===== src/rtl/tt_um_taghreed_serial_adder_ctrl.sv =====
// tt_um_taghreed_serial_adder_ctrl
// Bit-serial add controller. Two operands are captured from ui_in. They are
// then pushed LSB-first through one full-adder cell, one bit per enabled
// clock, with a registered carry. The parallel result appears on uo_out.
// A start/done handshake on uio sequences each operation.
//
// Optional feature macro: SERIAL_ADDER_SUB_EN
//   When defined, uio_in[3] acts as a subtract select, sampled at start.
//   When undefined, uio_in[3] is a plain carry-in.
module tt_um_taghreed_serial_adder_ctrl #(
  parameter int WIDTH = 8
) (
  input  logic       clk,
  input  logic       rst_n,
  input  logic       ena,
  input  logic [7:0] ui_in,
  input  logic [7:0] uio_in,
  output logic [7:0] uo_out,
  output logic [7:0] uio_out,
  output logic [7:0] uio_oe
);

  // The counter needs at least one bit, even for a single-bit adder.
  localparam int CNT_W = (WIDTH > 1) ? $clog2(WIDTH) : 1;
  localparam logic [CNT_W-1:0] LAST_BIT = CNT_W'(WIDTH - 1);

  typedef enum logic [1:0] {
    S_IDLE = 2'd0,
    S_RUN  = 2'd1,
    S_DONE = 2'd2
  } state_t;

  state_t           r_state;
  logic [WIDTH-1:0] r_opa;
  logic [WIDTH-1:0] r_opb;
  logic [WIDTH-1:0] r_res;
  logic             r_carry;
  logic [CNT_W-1:0] r_count;
  logic             r_busy;
  logic             r_done;
`ifdef SERIAL_ADDER_SUB_EN
  logic             r_sub;
`endif

  logic             w_load_a;
  logic             w_load_b;
  logic             w_start;
  logic             w_cin;
  logic [WIDTH-1:0] w_operand;
  logic             w_b_bit;
  logic             w_sum;
  logic             w_carry_next;
  logic [7:0]       w_res_ext;
  logic             w_unused;

  // Full-adder sum: the only arithmetic resource in the block.
  function automatic logic fa_sum(input logic a, input logic b, input logic c);
    return a ^ b ^ c;
  endfunction

  // Full-adder carry: the majority of the three inputs.
  function automatic logic fa_carry(input logic a, input logic b, input logic c);
    return (a & b) | (c & (a ^ b));
  endfunction

  // Shift a register right by one and insert a new bit at the MSB.
  // This form also works for WIDTH == 1, where the slice form would not.
  function automatic logic [WIDTH-1:0] shift_in(input logic [WIDTH-1:0] v,
                                                input logic             b);
    logic [WIDTH-1:0] t;
    t = v >> 1;
    t[WIDTH-1] = b;
    return t;
  endfunction

  assign w_load_a  = uio_in[0];
  assign w_load_b  = uio_in[1];
  assign w_start   = uio_in[2];
  assign w_cin     = uio_in[3];
  assign w_operand = ui_in[WIDTH-1:0];

  // Upper input bits are don't-care.
  // Folding the buses here keeps the unused bits visibly accounted for.
  assign w_unused = ^{ui_in, uio_in[7:4]};

`ifdef SERIAL_ADDER_SUB_EN
  // For subtraction, each opb bit is inverted as it enters the adder.
  // Together with a carry-in of 1 this forms the two's complement.
  assign w_b_bit = r_opb[0] ^ r_sub;
`else
  assign w_b_bit = r_opb[0];
`endif

  assign w_sum        = fa_sum(r_opa[0], w_b_bit, r_carry);
  assign w_carry_next = fa_carry(r_opa[0], w_b_bit, r_carry);

  // Zero-extend the result onto the 8-bit output bus.
  always_comb begin
    w_res_ext = '0;
    w_res_ext[WIDTH-1:0] = r_res;
  end

  assign uo_out  = w_res_ext;
  assign uio_out = {1'b0, r_carry, r_done, r_busy, 4'b0000};
  assign uio_oe  = 8'hF0;

  // Controller FSM and serial datapath.
  // Nothing changes while ena is low.
  always_ff @(posedge clk or negedge rst_n) begin
    if (!rst_n) begin
      r_state <= S_IDLE;
      r_opa   <= '0;
      r_opb   <= '0;
      r_res   <= '0;
      r_carry <= 1'b0;
      r_count <= '0;
      r_busy  <= 1'b0;
      r_done  <= 1'b0;
`ifdef SERIAL_ADDER_SUB_EN
      r_sub   <= 1'b0;
`endif
    end else if (ena) begin
      case (r_state)
        S_IDLE: begin
          if (w_start) begin
            // Start wins over loads in the same cycle.
            // The previously loaded operands are used.
            r_state <= S_RUN;
            r_busy  <= 1'b1;
            r_res   <= '0;
            r_count <= '0;
            // A subtract also starts with carry = 1.
            // So in both builds the carry seeds from uio_in[3].
            r_carry <= w_cin;
`ifdef SERIAL_ADDER_SUB_EN
            r_sub   <= w_cin;
`endif
          end else begin
            if (w_load_a) r_opa <= w_operand;
            if (w_load_b) r_opb <= w_operand;
          end
        end

        S_RUN: begin
          r_carry <= w_carry_next;
          r_res   <= shift_in(r_res, w_sum);
          r_opa   <= r_opa >> 1;
          r_opb   <= r_opb >> 1;
          if (r_count == LAST_BIT) begin
            r_state <= S_DONE;
            r_busy  <= 1'b0;
            r_done  <= 1'b1;
          end else begin
            r_count <= r_count + CNT_W'(1);
          end
        end

        S_DONE: begin
          // Hold here until start is released.
          // The result and carry stay valid afterwards.
          if (!w_start) begin
            r_state <= S_IDLE;
            r_done  <= 1'b0;
          end
        end

        default: begin
          r_state <= S_IDLE;
          r_busy  <= 1'b0;
          r_done  <= 1'b0;
        end
      endcase
    end
  end

endmodule


===== config.mk =====
export PLATFORM = sky130hd
export DESIGN_NAME = tt_um_taghreed_serial_adder_ctrl
export DESIGN_NICKNAME = d
export VERILOG_FILES = /design/src/rtl/tt_um_taghreed_serial_adder_ctrl.sv
export SDC_FILE = /design/constraint.sdc
export NUM_CORES = 1
export LEC_CHECK = 0
export CORE_ASPECT_RATIO = 0.6
export CORE_MARGIN = 5
export CORE_UTILIZATION = 44
export DETAILED_ROUTE_END_ITERATION = 7
export PLACE_DENSITY = 0.83
export SLEW_MARGIN = 10
export SYNTH_ARGS = -nofsm -noshare
export SYNTH_HDL_FRONTEND = slang
export SYNTH_SLANG_ARGS = --single-unit
export TNS_END_PERCENT = 50

===== constraint.sdc =====
create_clock -name clk -period 1.3 [get_ports clk]
set_input_delay 0.39 -clock clk [delete_from_list [all_inputs] [get_ports clk]]
set_output_delay 0.39 -clock clk [all_outputs]
set_load 0.03 [all_outputs]

* Word-level counts from Yosys, hierarchy flattened
Cells that the tools add are included.
** Word-level totals
- Bits in registers :: 32
- Bits of input ports :: 19
- Output and inout bits :: 24
** Operators by class
- Bitwise gates (word level) :: 7
- Reduce and logical (&&, ||, !) cells :: 9
- $add $sub $neg :: 1
- Eq/ne operators :: 10
- Multiplexer cells :: 23
** Operators by type and width (count)
- 8-bit one-hot mux with 2 select lines :: 3
- 8-bit 2-to-1 mux :: 5
- 4-bit AND reduction :: 6
- 2-bit inequality test, second input constant :: 7
- 2-bit 2-to-1 mux :: 3
- 3-bit 2-to-1 mux :: 2
- 1-bit one-hot mux with 3 select lines :: 2
- 2-bit one-hot mux with 3 select lines :: 1
- 3-bit one-hot mux with 2 select lines :: 1
- 1-bit 2-to-1 mux :: 5
- 3-bit by 1-bit adder with 3-bit output, second input constant :: 1
- 3-bit == test, second input constant :: 1
- 3-bit AND reduction :: 1
- 1-bit AND :: 2
- 2-bit by 1-bit == test with 1-bit output, second input constant :: 1
- 2-bit == test, second input constant :: 1
- 2-bit logical NOT :: 1
- 1-bit inverter :: 2
- 1-bit one-hot mux with 2 select lines :: 1
- 2-bit nonzero test :: 1
- 1-bit XOR :: 2
- 1-bit bitwise OR :: 1

* Longest topological paths before layout
- Depth in word-level cells :: 4
- Gate-level depth with buffers :: 5
- Mapped depth without buffers :: 5

* Worst setup path after synthesis
No wires, ideal clock.
- Path kind :: reg2reg
- From :: reg r_state[1]
- To :: reg r_opa[1]
- Path buffers :: 1
- Period minus slack after synthesis :: 1385 ps
- Setup time :: 125 ps
- Path slack :: -85 ps
- Arrival :: 1260 ps
- Cell stages (with the launch flop) :: 5
- Data required time :: 1175 ps
- Cells stage by stage :: dfrtp_1 > nor2b_1 > buf_6 > mux2_4 > mux2_4
** On the way
- Word-level cells in the longest chain between the ends :: 3
- Elaborated cells between the ends (all ways) :: 7
- Those cells by class :: eq/ne (3); mux (1); reduce/logical (3)
** RTL lines
- start, declared :: RTL line 33 : state_t r_state;
- start signal, assigned :: RTL line 111 : r_state <= S_IDLE;
- start signal, assigned :: RTL line 128 : r_state <= S_RUN;
- start signal, assigned :: RTL line 150 : r_state <= S_DONE;
- 2-bit by 1-bit == test with 1-bit output / 2-bit logical NOT (equally long branches) :: RTL line 123 : case (r_state)
- 2-bit nonzero test (no source line) / 2-bit inequality test (equally long branches)
- 4-bit AND reduction (no source line)
- end signal, assigned :: RTL line 139 : if (w_load_a) r_opa <= w_operand;
- end signal, assigned :: RTL line 147 : r_opa <= r_opa >> 1;
- end, declared :: RTL line 34 : logic [WIDTH-1:0] r_opa;
Several ways; a longest one is shown, not always the timed one.
A chain may end at the register's enable or synchronous reset.

* Worst setup path in the final report
Same ends and word-level chain as after synthesis.

==> metrics.md <==
| Metric | Value |
|---|---|
| Outcome | finished, violations left |
| Failing checks | negative setup slack |
| Initial DRT Pass Iterations | 4 |
| Max IR drop VDD | around 0.0012 V |
| Post-route ant nets | 0 |
| Area occupied by multi-input gates | 898 µm² |
| Placed Cells | 210 |
| Initial antenna violation count | 0 |
| Area grow syn2layout | 32.5% |
| Fin crit period | approximately 1.4 ns |
| Vias in the first global route | between 1000 and 1500 |
| All-Layer GR Usage | 14.2% |
| Die Area | roughly 0.0054 mm² |
| DR vias | roughly 1100 |
| Synth area leaders | dfrtp_1 46%, mux2_4 21%, buf_4 6.9% |
| Remaining global-route overflow | 0 |
| Antenna diodes | 0 |
| Max-slew violations | 0 |
| Detailed Route WL | around 3600 µm |
| Final Skew | between 0.007 and 0.008 ns |
| Hold buffer count at CTS | 0 |
| RSZ-0062 raised after global routing | true |
| Yosys reg bits | 32 |
| CTS sink cnt | 32 |
| CP max FO | 7 |
| Yosys warns | 0 |
| Std cell rows | 17 |
| Cell Count, Final, Fillers Out | about 220 |
| Static Leakage | 1.15 nW |
| Port bufs | 25 |
| CTS tree | built |
| Crit path cell chain | nor2b_4 -> buf_6 -> mux2_4 -> mux2_4 |
| Critical Path End Type | flip-flop |
| CTS root buffer | clkbuf_8 |
| Clock buffer count from CTS | 5 |
| Max stage delay on crit path | about 0.47 ns |
| Remaining DRCs | 0 |
| Mapped Area | roughly 0.0017 mm² |
| CP most frequent cell | mux2_4 |
| Nets | between 150 and 200 |
| Share of layout cells above drive strength 1 | between 40% and 50% |
| Skew-Pair Late Insertion Delay | about 0.29 ns |
| Wire per inst | between 15 and 20 µm |
| I/O pin total | 43 |
| WP data arrival | around 1.6 ns |
| Setup violators final | 17 |
| HP Class | in -> async |
| Final hold viol count | 0 |
| Mean cell area of the mapped netlist | 13.2 µm² |
| Pwr/cell area | around 2500 mW/mm² |
| Clock Pin Slew Worst Setup and Hold Paths | 0.07 ns |
| Slowest library cell on the worst path | dfrtp_2 |
| Core Area | approximately 0.0037 mm² |
| Tcrit/Tclk final | 110% |
| Fmax | approximately 0.70 GHz |
| Most frequent cells in the layout | 30 x dfrtp_1, 26 x mux2_4, 23 x buf_4 |
| Critical path class | reg -> reg |
| Post-route setup TNS | -1.38 ns |
| Initial Utilization | a little under half |
| Via-to-Cell Ratio | about 5 |
| Worst EP required | 1.47 ns |
| Critical Path Source Type | flip-flop |
| # Max-Cap Violations | 0 |
| CTS H-tree lvls | 2 |
| Number of DRC markers in iteration 0 | 27 |
| Largest net degree at the start of global routing | 33 |
| Seq/Total Area, Yosys | between 40 and 50% |
| Synth top area share | roughly 46% |
| Cell count after synthesis | roughly 130 |
| Die Height | roughly 59 µm |
| HPWL Detailed | between 2000 and 3000 µm |
| Width of the die | 91.3 µm |
| PnR worst setup slack | -0.127 ns |
| Leading area contributor after synthesis | dfrtp_1 |
| Fin util | around three fifths |
| CTS Buffer Depth | 2 |
| GPL Wtd Cong | just over 0.8 |
| First-pass GRT wire length | just under 6000 µm |
| Synth cell types | 27 |
| WHS | approximately 0.46 ns |
| Tot Pwr | 0.00567 W |
| Commonest non-fill, non-tap cell in the layout | dfrtp_1 |
| FILL cells | 282 |
| FF/Latch Area | about 800 µm² |
## logic make-up after synthesis
group                      Yosys count  synth area share, %
muxes                               32                 25.4
AOI/OAI and AO/OA                   22                 9.53
other                                2                0.430
adders and majority gates            3                 2.58
and+or+nand+nor                     16                 5.45
buffers and inverters               25                 10.7
DFF                                 32                 45.9
## routing by layer
| metal | global-route usage, % | wire (µm) |
|---|---|---|
| met3 | 4.47 | 151 |
| met5 | 0 | 0 |
| met1 | 17.2 | 1620 |
| met4 | 6.90 | 76 |
| met2 | 23.2 | 1730 |
## report_power, final
part	leakage, nW	switching (W)	internal (W)
clock network	0.0552	0.000361	0.000568
registers	0.394	0.000334	0.00145
logic	0.697	0.00123	0.00173
total	1.15	0.00193	0.00374
## path summary, 6_finish.rpt
check | startpoint | endpoint | slack [ns] | cells past startpoint
max | r_state[1]$_DFFE_PN0P_ | r_opa[1]$_DFFE_PN0P_ | -0.13 | 4
min | rst_n | r_opa[4]$_DFFE_PN0P_ | 0.46 | 2
max reg2reg | r_state[1]$_DFFE_PN0P_ | r_opa[1]$_DFFE_PN0P_ | -0.13 | 4
min reg2reg | r_opb[3]$_DFFE_PN0P_ | r_opb[3]$_DFFE_PN0P_ | 0.52 | 1
max in group asynchronous | rst_n | r_state[1]$_DFFE_PN0P_ | 0.64 | 2
min in group clk | r_opb[3]$_DFFE_PN0P_ | r_opb[3]$_DFFE_PN0P_ | 0.52 | 1
## per-stage QoR
stage,setup WS [ns],cell area (µm²)
final,-0.127,2310
after global routing,-0.170,2310
after CTS,-0.150,2280
after detailed placement,-0.543,2080
after global placement,-0.522,2080
after floorplan,-0.0852,1790
## registers in the layout, summed over array words and instances (netlist names)
| signal | flops |
|---|---|
| r_state | 2 |
| uo_out | 8 |
| r_carry | 1 |
| r_done | 1 |
| r_busy | 1 |
| r_opa | 8 |
| r_opb | 8 |
| r_count | 3 |
## Yosys cell counts, drive strengths merged
| library cell | number |
|---|---|
| a21oi | 2 |
| a22o | 9 |
| a31oi | 1 |
| a32o | 1 |
| and2 | 2 |
| buf | 22 |
| conb | 2 |
| dfrtp | 32 |
| fa | 1 |
| ha | 2 |
| inv | 3 |
| mux2 | 27 |
| mux2i | 5 |
| nand2 | 3 |
| nand2b | 2 |
| nand3b | 1 |
| nor2 | 1 |
| nor2b | 6 |
| nor3b | 1 |
| o21a | 2 |
| o21ai | 5 |
| o2bb2ai | 2 |
## critical path: cells and delay by family, from the launching register on
| kind | cells | cell delay (ns) |
|---|---|---|
| buf+inv | 1 | 0.15 |
| mux | 2 | 0.56 |
| simple gates | 1 | 0.14 |
| flops | 1 | 0.47 |
## timing repair
action,CTS,global route
resized for setup,28,8
endpoints found under the setup margin,32,26
pin swaps,4,3
setup buffers,4,0
## layout make-up
type	instances	share of cell area, %
multi-input cells	86	38.9
flip-flops and latches	32	34.7
repair buffers	45	18.7
clock buffers	6	3.14
well taps	47	2.54
clock inverters	2	1.52
inverters	3	0.487
No activity file was read; power rests on OpenSTA's default activity.
